--- src/rtl/lsu_mem_port.sv ---
// Load/store initiator port for a 64-bit little-endian doubleword memory.
// Loads extract and extend a sub-field of one doubleword read; sub-doubleword
// stores run as read-modify-write because the memory writes full doublewords.

// One byte lane of the RMW merge: take the store byte where selected.
module lsu_byte_lane (
  input  logic       sel,
  input  logic [7:0] rbyte,
  input  logic [7:0] wbyte,
  output logic [7:0] mbyte
);
  assign mbyte = sel ? wbyte : rbyte;
endmodule

module lsu_mem_port #(
  parameter int MEM_BYTES = 64
) (
  input  logic        clk,
  input  logic        reset,
  input  logic        reqValid,
  output logic        reqReady,
  input  logic        reqWrite,
  input  logic [1:0]  reqSize,
  input  logic        reqUnsigned,
  input  logic [63:0] reqAddr,
  input  logic [63:0] reqWdata,
  output logic        respValid,
  output logic [63:0] respData,
  output logic        respErr,
  output logic [63:0] memAddr,
  output logic [63:0] writeData,
  output logic        memWrite,
  output logic        memRead,
  input  logic [63:0] readData
);
  localparam int NUM_LANES = 8;
  // Highest legal doubleword base: base+7 must stay below MEM_BYTES.
  localparam logic [63:0] BASE_MAX = 64'(MEM_BYTES - 8);

  typedef enum logic [2:0] {IDLE, LOAD, STORE, RMW_RD, RMW_WR, RESP} state_t;

  // Only the fields still needed after acceptance are kept.
  typedef struct packed {
    logic [1:0]  size;
    logic        uns;
    logic [2:0]  off;
    logic [63:0] wdata;
  } req_t;

  state_t state, next;
  req_t   req;

  logic [63:0] in_base;
  logic [2:0]  in_off;
  logic        in_mis, in_err, accept;

  logic [NUM_LANES-1:0]      lane_sel;
  logic [63:0]               wd_shift;
  logic [NUM_LANES-1:0][7:0] merged;

  assign in_base  = {reqAddr[63:3], 3'b000};
  assign in_off   = reqAddr[2:0];
  assign reqReady = (state == IDLE);
  assign accept   = reqValid & reqReady;

  // Misalignment: the offset must be a multiple of the access size.
  always_comb begin
    in_mis = 1'b0;
    case (reqSize)
      2'd0:    in_mis = 1'b0;
      2'd1:    in_mis = in_off[0];
      2'd2:    in_mis = |in_off[1:0];
      default: in_mis = |in_off;
    endcase
  end

  assign in_err = in_mis | (in_base > BASE_MAX);

  // Sub-field extraction of a loaded doubleword with sign/zero extension.
  function automatic logic [63:0] load_ext(input logic [63:0] rd, input logic [2:0] off,
                                           input logic [1:0] sz, input logic uns);
    logic [63:0] sh;
    sh = rd >> {off, 3'b000};
    case (sz)
      2'd0:    load_ext = uns ? {56'd0, sh[7:0]}  : {{56{sh[7]}},  sh[7:0]};
      2'd1:    load_ext = uns ? {48'd0, sh[15:0]} : {{48{sh[15]}}, sh[15:0]};
      2'd2:    load_ext = uns ? {32'd0, sh[31:0]} : {{32{sh[31]}}, sh[31:0]};
      default: load_ext = sh;
    endcase
  endfunction

  // Byte lanes touched by the latched store.
  always_comb begin
    lane_sel = '0;
    case (req.size)
      2'd0:    lane_sel = 8'h01 << req.off;
      2'd1:    lane_sel = 8'h03 << req.off;
      2'd2:    lane_sel = 8'h0F << req.off;
      default: lane_sel = 8'hFF;
    endcase
  end

  assign wd_shift = req.wdata << {req.off, 3'b000};

  for (genvar g = 0; g < NUM_LANES; g++) begin : g_lane
    lsu_byte_lane u_lane (
      .sel   (lane_sel[g]),
      .rbyte (readData[8*g +: 8]),
      .wbyte (wd_shift[8*g +: 8]),
      .mbyte (merged[g])
    );
  end

  // State register.
  always_ff @(posedge clk or negedge reset) begin
    if (!reset) state <= IDLE;
    else        state <= next;
  end

  // Next-state decode.
  always_comb begin
    next = state;
    case (state)
      IDLE: begin
        if (accept) begin
          if (in_err)             next = RESP;
          else if (!reqWrite)     next = LOAD;
          else if (reqSize == 3)  next = STORE;
          else                    next = RMW_RD;
        end
      end
      LOAD:    next = RESP;
      STORE:   next = RESP;
      RMW_RD:  next = RMW_WR;
      RMW_WR:  next = RESP;
      RESP:    next = IDLE;
      default: next = IDLE;
    endcase
  end

  // Latch the request at acceptance so the requester may move on.
  always_ff @(posedge clk or negedge reset) begin
    if (!reset) req <= '0;
    else if (accept) req <= '{size: reqSize, uns: reqUnsigned, off: in_off, wdata: reqWdata};
  end

  // Registered memory-side and response outputs, set for the state being entered.
  always_ff @(posedge clk or negedge reset) begin
    if (!reset) begin
      memAddr   <= '0;
      writeData <= '0;
      memWrite  <= 1'b0;
      memRead   <= 1'b0;
      respValid <= 1'b0;
      respErr   <= 1'b0;
      respData  <= '0;
    end else begin
      memWrite  <= 1'b0;
      memRead   <= 1'b0;
      respValid <= 1'b0;
      case (state)
        IDLE: begin
          if (accept) begin
            if (in_err) begin
              respValid <= 1'b1;
              respErr   <= 1'b1;
              respData  <= '0;
            end else begin
              memAddr <= in_base;
              if (reqWrite && reqSize == 2'd3) begin
                memWrite  <= 1'b1;
                writeData <= reqWdata;
              end else begin
                memRead <= 1'b1;
              end
            end
          end
        end
        LOAD: begin
          respValid <= 1'b1;
          respErr   <= 1'b0;
          respData  <= load_ext(readData, req.off, req.size, req.uns);
        end
        RMW_RD: begin
          memWrite  <= 1'b1;
          writeData <= merged;
        end
        STORE, RMW_WR: begin
          respValid <= 1'b1;
          respErr   <= 1'b0;
          respData  <= '0;
        end
        default: ;
      endcase
    end
  end
endmodule

--- config.mk ---
export PLATFORM = sky130hd
export DESIGN_NAME = lsu_mem_port
export DESIGN_NICKNAME = d
export VERILOG_FILES = /design/src/rtl/lsu_mem_port.sv
export SDC_FILE = /design/constraint.sdc
export NUM_CORES = 1
export LEC_CHECK = 0
export CORE_MARGIN = 10
export CORE_UTILIZATION = 40
export CTS_CLUSTER_DIAMETER = 40
export CTS_CLUSTER_SIZE = 16
export DETAILED_ROUTE_END_ITERATION = 8
export GPL_TIMING_DRIVEN = 0
export PLACE_DENSITY = 0.68
export SYNTH_ARGS = -nofsm -noshare
export SYNTH_HDL_FRONTEND = slang
export SYNTH_SLANG_ARGS = --single-unit
--- constraint.sdc ---
create_clock -name clk -period 4.4 [get_ports clk]
set_clock_uncertainty 0.15 [all_clocks]
set_input_delay 1.1 -clock clk [delete_from_list [all_inputs] [get_ports clk]]
set_output_delay 1.1 -clock clk [all_outputs]
set_load 0.01 [all_outputs]
### Word level (Yosys, flattened, before mapping)

Index checks and enable logic that the tools add are counted.

| operators by class | value |
|---|---|
| $add $sub $neg | 0 |
| multiply operators | 0 |
| divide/modulo/power cells | 0 |
| $lt $le $gt $ge | 1 |
| equality and inequality tests | 13 |
| shift operators | 5 |
| muxes and demuxes | 40 |
| bitwise gates (word level) | 3 |
| reductions and logical operators | 15 |

Operator list:

| cell | count |
|---|---|
| 64-bit 2-to-1 mux | 8 |
| 64-bit one-hot mux with 3 select lines | 2 |
| 64-bit one-hot mux with 2 select lines | 1 |
| 64-bit by 6-bit > comparator with 1-bit output, second input constant | 1 |
| 8-bit 2-to-1 mux | 8 |
| 64-bit by 6-bit << shifter with 64-bit output | 1 |
| 64-bit by 6-bit right shift with 64-bit output | 1 |
| 8-bit one-hot mux with 3 select lines | 1 |
| 1-bit 2-to-1 mux | 12 |
| 3-bit one-hot mux with 3 select lines | 1 |
| 3-bit AND reduction | 3 |
| 1-bit by 3-bit << shifter with 8-bit output, first input constant | 1 |
| 2-bit by 3-bit << shifter with 8-bit output, first input constant | 1 |
| 4-bit by 3-bit << shifter with 8-bit output, first input constant | 1 |
| 2-bit equality test, second input constant | 3 |
| 3-bit by 2-bit equality test with 1-bit output, second input constant | 2 |
| 3-bit 2-to-1 mux | 2 |
| 2-bit by 1-bit != test with 1-bit output, second input constant | 3 |
| 1-bit one-hot mux with 2 select lines | 3 |
| 3-bit OR reduction | 2 |
| 2-bit by 1-bit equality test with 1-bit output, second input constant | 2 |
| 2-bit zero test | 2 |
| 4-bit AND reduction | 1 |
| 2-bit nonzero test | 2 |
| other kinds (12) | 13 |

| word-level totals | value |
|---|---|
| register bits after elaboration | 266 |
| bits in latches | 0 |
| memory bits (writable) | 0 |
| bits in read-only memories | 0 |
| output and inout bits | 197 |
| logic and storage cells | 89 |
| memories | 0 |

### Logic depth before layout (Yosys ltp)

| depth | value |
|---|---|
| depth in word-level cells | 6 |
| depth in mapped cells | 10 |

### Cells and area by module

From an unflattened synthesis, not the netlist that was laid out.

| unflattened totals | value |
|---|---|
| cell total of the unflattened synthesis | 1,587 |
| area total of the unflattened synthesis | 15,821.4 um2 |

By module, submodules not included:

| module | times used | cells each | area each (um2) |
|---|---|---|---|
| lsu_mem_port | 1 | 1,515 | 14,770.4 |
| lsu_byte_lane | 8 | 9 | 131.4 |

### Least setup slack after synthesis

OpenSTA, ideal clock, no wires.

| path | value |
|---|---|
| kind | input to register |
| start point | input port reqAddr[50] |
| end point | register state[2] |
| library setup time | 153 ps |
| arrival | 2,641 ps |
| setup slack | 1,456 ps |
| stages on the path | 7 |
| path buffers | 2 |
| cells stage by stage | nor4_1 -> nand4_1 -> or4_4 -> buf_2 -> clkbuf_1 -> o21ai_0 -> a21oi_1 |

| between the ends | value |
|---|---|
| word-level cells in the longest chain between the ends | 5 |

RTL lines:

| element | line | text |
|---|---|---|
| start: declaration | 25 | `input logic [63:0] reqAddr,` |
| 64-bit by 6-bit > comparator with 1-bit output | 77 | `assign in_err = in_mis \| (in_base > BASE_MAX);` |
| 1-bit bitwise OR | 77 |  |
| 3-bit 2-to-1 mux | 126 | `if (in_err) next = RESP;` |
| 3-bit 2-to-1 mux | 125 | `if (accept) begin` |
| 3-bit one-hot mux with 3 select lines | 123 | `case (state)` |
| end signal: assignment | 117 | `else state <= next;` |
| end: declaration | 50 | `state_t state, next;` |

No other way between the ends. The select of a mux whose other input is x is not followed.
A chain may end at the register's enable or synchronous reset.

### Worst setup path in the final report

| path | value |
|---|---|
| start point | input port reqValid |
| end point | register writeData[36] |

| between the ends | value |
|---|---|
| word-level cells in the longest chain between the ends | 3 |

RTL lines:

| element | line | text |
|---|---|---|
| start: declaration | 20 | `input logic reqValid,` |
| 1-bit bitwise AND | 64 | `assign accept = reqValid & reqReady;` |
| 2-bit by 1-bit != test with 1-bit output (no line) | n/a |  |
| 4-bit AND reduction (no line) | n/a |  |
| end signal: assignment | 172 | `writeData <= reqWdata;` |
| end signal: assignment | 186 | `writeData <= merged;` |
| end: declaration | 31 | `output logic [63:0] writeData,` |

No other way between the ends.

==> summary.txt <==
Setup path
  – Data required, critical path: 4.65 ns
  – Worst flop-to-flop path endpoint: writeData[29]$_DFFE_PN0P_
  – Kind of critical path: input port to flop
  – Worst Reg-to-Reg Cells: 7
  – Reg2reg setup slack: roughly 0.78 ns
  – Worst Path Max Fanout: 10
  – Critical Path AT: 3.90 ns
  – Worst setup path start: reqValid
  – Worst reg2reg startpoint: req[66]$_DFFE_PN0P_
  – Element type at the critical path end: flop
  – Startpoint types: input port

Clocking
  – Max clock buf depth: 3
  – PostCTS Resize Cnt: 0
  – Worst-Skew Late Latency: 0.57 ns
  – CTS tree: yes
  – H-Tree Depth: 2
  – Num Clock Sinks: 266
  – Clock Tree Root: clkbuf_16
  – Setup Buffers After CTS: 0
  – Hold_buf cts: 0
  – Num CTS Buffers: 38
  – Clock edge transition at the registers on the reported setup and hold paths: 0.05 ns

Drt
  – Post-detailed-route via-to-cell ratio: 6.18
  – Number of DRC markers in iteration 0: between 1,500 and 2,000
  – WL/cell: 30.3 um
  – Residual DRC: 0
  – ANT nets after route: 0
  – Post-Route WL: roughly 73 mm
  – Via count: around 15,000
  – DR pass1 iterations: 8

Synthesis
  – Synth area leader: dfrtp_1
  – Mapped Avg Cell Area: 10.7 um2
  – Synth top area cells: dfrtp_1, mux2_2, mux4_2, mux2i_1, o21ai_0
  – Synth Cell Area: 15,300 um2
  – Top FF cell, synth: dfrtp_1
  – Synth Register Bits: approximately 270
  – FFs w/ async S/R, synth: 100%
  – Seq/Total Area, Yosys: 43.6%
  – Count leader, synth: dfrtp_1
  – Mapped Cells: 1,432
  – Unique masters post-synth: 72
  – Top cell type's share of synthesized area: 43.6%
  – Number of synthesized flops with an enable pin: 0
  – Synth warn: 0
  – Leading cell types by count after synthesis: dfrtp_1, o21ai_0, mux2_2

Layout
  – Non-filler cells, final: 2,407
  – Fillers: 3,413
  – Synth-to-Final Area Change: 39.4%
  – Layout cells sized above 1: between 15 and 20%
  – Final core occ: 56.5%
  – Ant. Diodes: 0
  – Nets: 2,072

Global route
  – GR Overflow Total: 0
  – Initial antenna violation count: 2
  – All-Layer GR Usage: approximately 30%
  – Largest net degree at the start of global routing: 97
  – First-pass GRT wire length: 106 mm
  – Vias in the first global route: 15,100

STA
  – Period utilization: between 80 and 90%
  – RSZ-0062 raised after global routing: false
  – Slew HR: between 10% and 20%
  – Max-slew violations: 0
  – Worst-Margin Slew: approximately 1.3 ns
  – Final-report setup violation count: 0
  – Max Freq: 274 MHz
  – Final hold violation count: 0
  – Clock period minus worst slack: between 3 and 4 ns

Hold path
  – Min-Delay Endpoint: memAddr[15]$_DFFE_PN0P_
  – Hold Crit Class: flop to flop
  – Hold Crit Depth: 1
  – Worst hold start: memAddr[15]$_DFFE_PN0P_

Flow run
  – # Max-Cap Violations: 0

Floorplanning
  – Die X: 215 um
  – Core Area: ~38,000 um2
  – Die area: 46,400 um2
  – Initial Util: 40.6%
  – Std-Cell Rows: 71
  – Height of the chip: 215 um
  – Io pins: 396

Pwr
  – P per Cell Area: between 600 and 700 nW/um2
  – Peak supply drop: 0.303 mV
  – Static Leak: 8.71 nW

Placement
  – IO Port Bufs: 392
  – DP HPWL: 57.9 mm
  – GP Congestion: 1.01
  – Placed Cells incl. Taps: 2,339

Outcome
  – Status: completed
-- through the flow --
stage	setup WS [ns]	setup TNS, ns	instance area [um2]	hold WS (ns)	power, mW
after floorplan	1.46	0	15300	0.326	7.76
after global placement	-9.20	-2438.13	19800	0.318	10.4
after detailed placement	0.270	0	19900	0.320	10.4
after CTS	0.814	0	21300	0.337	13.8
after global routing	0.592	0	21300	0.352	14.5
final	0.749	0	21300	0.332	14.0
-- flip-flops by register name, summed over array words and instances, names as in the netlist --
name and flops:
req 70, respData 64, writeData 64, memAddr 61, state 3, memRead 1
memWrite 1, respErr 1, respValid 1
-- cells in the final DEF (no fill, tap or decap), types with 48 or more instances in the layout --
cell type        instances
clkdlybuf4s50_1        391
o21ai_0                113
nand4_1                 54
dfrtp_1                266
a31oi_1                 64
mux2i_1                 80
mux2_2                 103
clkbuf_1                79
and2_1                  67
nand2_1                 48
nor2_1                  79
-- layer usage --
layer | wire length (um) | track usage [%] | vias to the layer above | share of wire (%)
met5 | 15 | 0 | - | 0.021
met4 | 3610 | 14.0 | 4 | 4.9
met2 | 34000 | 48.7 | 919 | 47
met1 | 28300 | 38.2 | 7435 | 39
li1 | - | - | 6311 | -
met3 | 7150 | 7.96 | 209 | 9.8
-- power breakdown --
group	switching (mW)	total (mW)	internal, mW
combinational	3.94	6.98	3.03
clock	1.23	3.34	2.12
sequential	0.677	3.64	2.97
-- kinds of logic after synthesis --
group	share of synthesized area, %
AO/OA/AOI/OAI	18.2
AND/OR/NAND/NOR	12.9
flip-flops	43.6
multiplexers	19.6
buffers and inverters	5.24
adder cells (fa/ha/maj)	0.410
other	0.0246
-- cell type report --
cell class,count,area [um2],share of cell area [%]
sequential,266,6660,31.3
buffer,147,714,3.36
clock buffer,43,1020,4.79
timing repair buffer,394,3980,18.7
tap,511,639,3.00
clock inverter,25,368,1.73
multi-input combinational,998,7830,36.7
inverter,23,86.3,0.405
-- how the worst max path moves through the flow --
stage,endpoint,slack [ns]
after floorplan,state[2]$_DFFE_PN0P_,1.46
after global placement,req[2]$_DFFE_PN0P_,-9.20
after detailed placement,writeData[36]$_DFFE_PN0P_,0.27
after CTS,writeData[36]$_DFFE_PN0P_,0.81
after global routing,writeData[38]$_DFFE_PN0P_,0.59
final,writeData[36]$_DFFE_PN0P_,0.75
-- critical path: stages --
cell	delay (ns)
clkdlybuf4s50_1	0.49
nor4b_2	0.60
and2_1	0.21
buf_2	0.24
nand2_1	0.14
clkbuf_1	0.39
clkbuf_1	0.35
o21ai_0	0.23
a31oi_1	0.13
(Power assumes the default switching activity.)
==> edit 1, RTL diff (same settings) <==
Encoding of `state_t`: now one-hot (6 bits for 6 states).
--- a/src/rtl/lsu_mem_port.sv
+++ b/src/rtl/lsu_mem_port.sv
@@ -38,5 +38,5 @@
   localparam logic [63:0] BASE_MAX = 64'(MEM_BYTES - 8);
 
-  typedef enum logic [2:0] {IDLE, LOAD, STORE, RMW_RD, RMW_WR, RESP} state_t;
+  typedef enum logic [5:0] {IDLE = 6'b000001, LOAD = 6'b000010, STORE = 6'b000100, RMW_RD = 6'b001000, RMW_WR = 6'b010000, RESP = 6'b100000} state_t;
 
   // Only the fields still needed after acceptance are kept.
Check against the original RTL: no difference found for any inputs over 4 cycles, from zero or initial values and one cycle with reset low; so few cycles prove little.
==> edit 1 against the unedited design <==
- first-iteration DRC count is 7.1% lower
- worst hold slack worse by 0.072 ns
- global-route usage hardly changed
- critical endpoint is now writeData[16]$_DFFE_PN0P_
- synthesized area is 0.44% higher
- setup slack worse by 0.32 ns
- wire length is 0.35% higher
- largest cell class unchanged
- utilization is 0.15 points lower
- highest routed layer unchanged
- cell area hardly changed
- maximum frequency is 8.1% lower
- sequential cell count is 3 higher
Power is not compared: it rests on default switching activity, and its combinational part moved more than twofold at a synthesized area within 25%.
==> edit 1: results <==
{
  "relSlewSlack_pct": 26.66,
  "drt_pre_antenna_iters": 6,
  "dpl.hpwl_mm": 58.67,
  "synthTopCellsByCount": "268 x dfrtp_1, 116 x o21ai_0, 106 x mux2i_1",
  "synth.top_cells.by_area": "dfrtp_1 44%, mux2i_1 6.9%, mux2_2 6.9%",
  "dp_cells": 2347,
  "synth_cell_type_count": 65,
  "r2r_end": "writeData[41]$_DFFE_PN0P_",
  "status": "completed",
  "multi_input_area_um2": 7936,
  "place_ws_ns": -0.1500,
  "hp-class": "input pin to asynchronous set/reset pin",
  "cp_slowest_cell": "nor2_1",
  "reg2reg_depth": 9,
  "fillers": 3312,
  "worstPathArrival_ns": 4.27,
  "routedWlPerCell_um": 30.29,
  "grtUsageTotal_pct": 30.59,
  "cts_sinks": 269,
  "hold_slack_ns": 0.2595,
  "wl_met1_mm": 29.68,
  "setup.worst_path.start": "reqAddr[55]",
  "grt_pass1_vias": 15088,
  "buffers_excl_clock": 534,
  "use_met1_pct": 38.84,
  "cts_inserted_buffers": 40,
  "post_dp_cell_area_um2": 19970,
  "wl_met2_mm": 34.13,
  "nets": 2082,
  "synth_seq_area_share_pct": 43.88,
  "slowest_delay_ns": 0.89,
  "grt_max_degree": 121,
  "wirelength_mm": 73.27,
  "grt_pass1_wl_mm": 106.6,
  "drt-vias-per-instance": 6.103,
  "grt_util_met3_pct": 7.986
}
edit 1: cell count changes after synthesis, sizes merged, moves of 25 or more:
cell    unedited run  this run
nor2b             10        63
mux2i             80       106
a22oi             11        47
and2              67         4
a31oi             64         8
a211oi            34         9
nand4             54        19
nand2             48        88
a41oi              2        49
edit 1: where the power goes:
| part | internal, mW | total [mW] | leakage [nW] | switching, mW |
|---|---|---|---|---|
| sequential | 2.63 | 2.90 | 3.57 | 0.272 |
| combinational | 1.22 | 2.95 | 4.90 | 1.73 |
| clock | 1.86 | 3.14 | 0.650 | 1.27 |
edit 1: logic make-up after synthesis:
| group | count (synthesis) | synth area share (%) |
|---|---|---|
| multiplexers | 243 | 20.13 |
| XOR/XNOR | 1 | 0.05710 |
| adder cells (fa/ha/maj) | 5 | 0.4078 |
| flip-flops | 269 | 43.88 |
| other | 1 | 0.02444 |
| buffers and inverters | 157 | 4.436 |
| AND/OR/NAND/NOR | 353 | 12.00 |
| AO/OA/AOI/OAI | 411 | 19.07 |
==> edit 2, RTL diff (config.mk and constraints unchanged) <==
Made on the original files. Change the parameter `MEM_BYTES` from 64 to 32.
--- a/src/rtl/lsu_mem_port.sv
+++ b/src/rtl/lsu_mem_port.sv
@@ -14,5 +14,5 @@
 
 module lsu_mem_port #(
-  parameter int MEM_BYTES = 64
+  parameter int MEM_BYTES = 32
 ) (
   input  logic        clk,
Formal check against the unedited RTL: not equivalent (Yosys sat finds a counterexample within 4 cycles, from zero or initial values and one cycle with reset low).
==> edit 2 against the unedited design <==
- final cell count decreased by 3.4%
- power decreased by 2.7%
- wire length decreased by 3.9%
- setup slack got worse by 0.28 ns
- synthesized area decreased by 5.4%
- sequential cell count unchanged
- cell area decreased by 4.9%
==> edit 2: results <==
{
  "buffers_excl_clock": 523,
  "cp_slowest_cell": "nor3_1",
  "drive_above_1_share_pct": 13.27,
  "nClkBuffers": 39,
  "switching_share_pct": 44.63,
  "p_seq_share_pct": 26.8,
  "status": "completed",
  "drt-vias-per-instance": 6.004,
  "clock_latency_ns": 0.53,
  "wirelength_mm": 70.13,
  "buf_share_pct": 22.63,
  "drt_pre_antenna_iters": 6,
  "num-multi-input-gates": 999,
  "post_dp_cell_area_um2": 19010,
  "power_density_nw_per_um2": 670.9,
  "synth-compound-area-share_pct": 19.10,
  "p_leak_nw": 8.791,
  "place_ws_ns": -0.01236,
  "synthTopCellsByCount": "266 x dfrtp_1, 135 x mux2i_1, 128 x nand2_1",
  "synth_cell_type_count": 61,
  "hp-class": "input pin to asynchronous set/reset pin",
  "cts_inserted_buffers": 35,
  "n_sequential_cell": 266,
  "multi_input_area_um2": 7159,
  "dp_cells": 2259,
  "tightest_slew_ns": 1.091,
  "wl_met1_mm": 28.89,
  "wl_met3_mm": 7.621,
  "ir_worst_vdd_v": 0.0003582,
  "grt_pass1_wl_mm": 101.3,
  "multi_input_area_share_pct": 35.35,
  "routedWlPerCell_um": 30.18,
  "clkCellAreaFrac_pct": 6.109,
  "dpl.hpwl_mm": 56.95,
  "fillers": 3179
}
-- edit 2: changes by cell type in the layout (fill, tap and decap cells not counted), moves of 33 or more --
| cell | change |
|---|---|
| nand2_1 | +80 |
| a21oi_1 | +56 |
| mux2i_1 | +55 |
| nand4_1 | -50 |
| a22oi_1 | +38 |
| mux4_2 | -33 |
-- edit 2: cells by family (layout without fill, tap and decap cells) --
kind of cell / after synthesis / after routing
AOI/OAI and AO/OA: 420 / 420
adders and majority gates: 6 / 6
buffers and inverters: 139 / 597
DFF: 266 / 266
muxes: 252 / 252
other: 1 / 4
and+or+nand+nor: 318 / 318
-- edit 2: worst reg2reg max path, stage by stage (launching register included) --
cell and delay (ns):
dfrtp_1 0.35, buf_4 0.18, buf_2 0.32, buf_2 0.34
buf_4 0.27, clkbuf_1 0.50, a21oi_1 0.20, o221ai_1 0.39
o21ai_0 0.36, a22oi_1 0.25
-- edit 2: path summary, 6_finish.rpt --
path	slack, ns	cells after the start	startpoint	to
max	0.47	8	reqAddr[9]	writeData[13]$_DFFE_PN0P_
min	0.29	1	reset	memAddr[14]$_DFFE_PN0P_
max reg2reg	0.99	9	req[64]$_DFFE_PN0P_	writeData[43]$_DFFE_PN0P_
min reg2reg	0.33	1	memAddr[34]$_DFFE_PN0P_	memAddr[34]$_DFFE_PN0P_
max in group asynchronous	2.88	2	reset	respData[52]$_DFFE_PN0P_
min in group clk	0.33	1	memAddr[34]$_DFFE_PN0P_	memAddr[34]$_DFFE_PN0P_
-- edit 2: per-stage QoR --
stage,setup TNS [ns],hold slack (ns)
2_1_floorplan,0,0.3259
3_3_place_gp,-2431.67,0.3183
3_5_place_dp,-0.03110,0.3198
4_1_cts,0,0.2938
5_1_grt,0,0.3067
6_report,0,0.2916
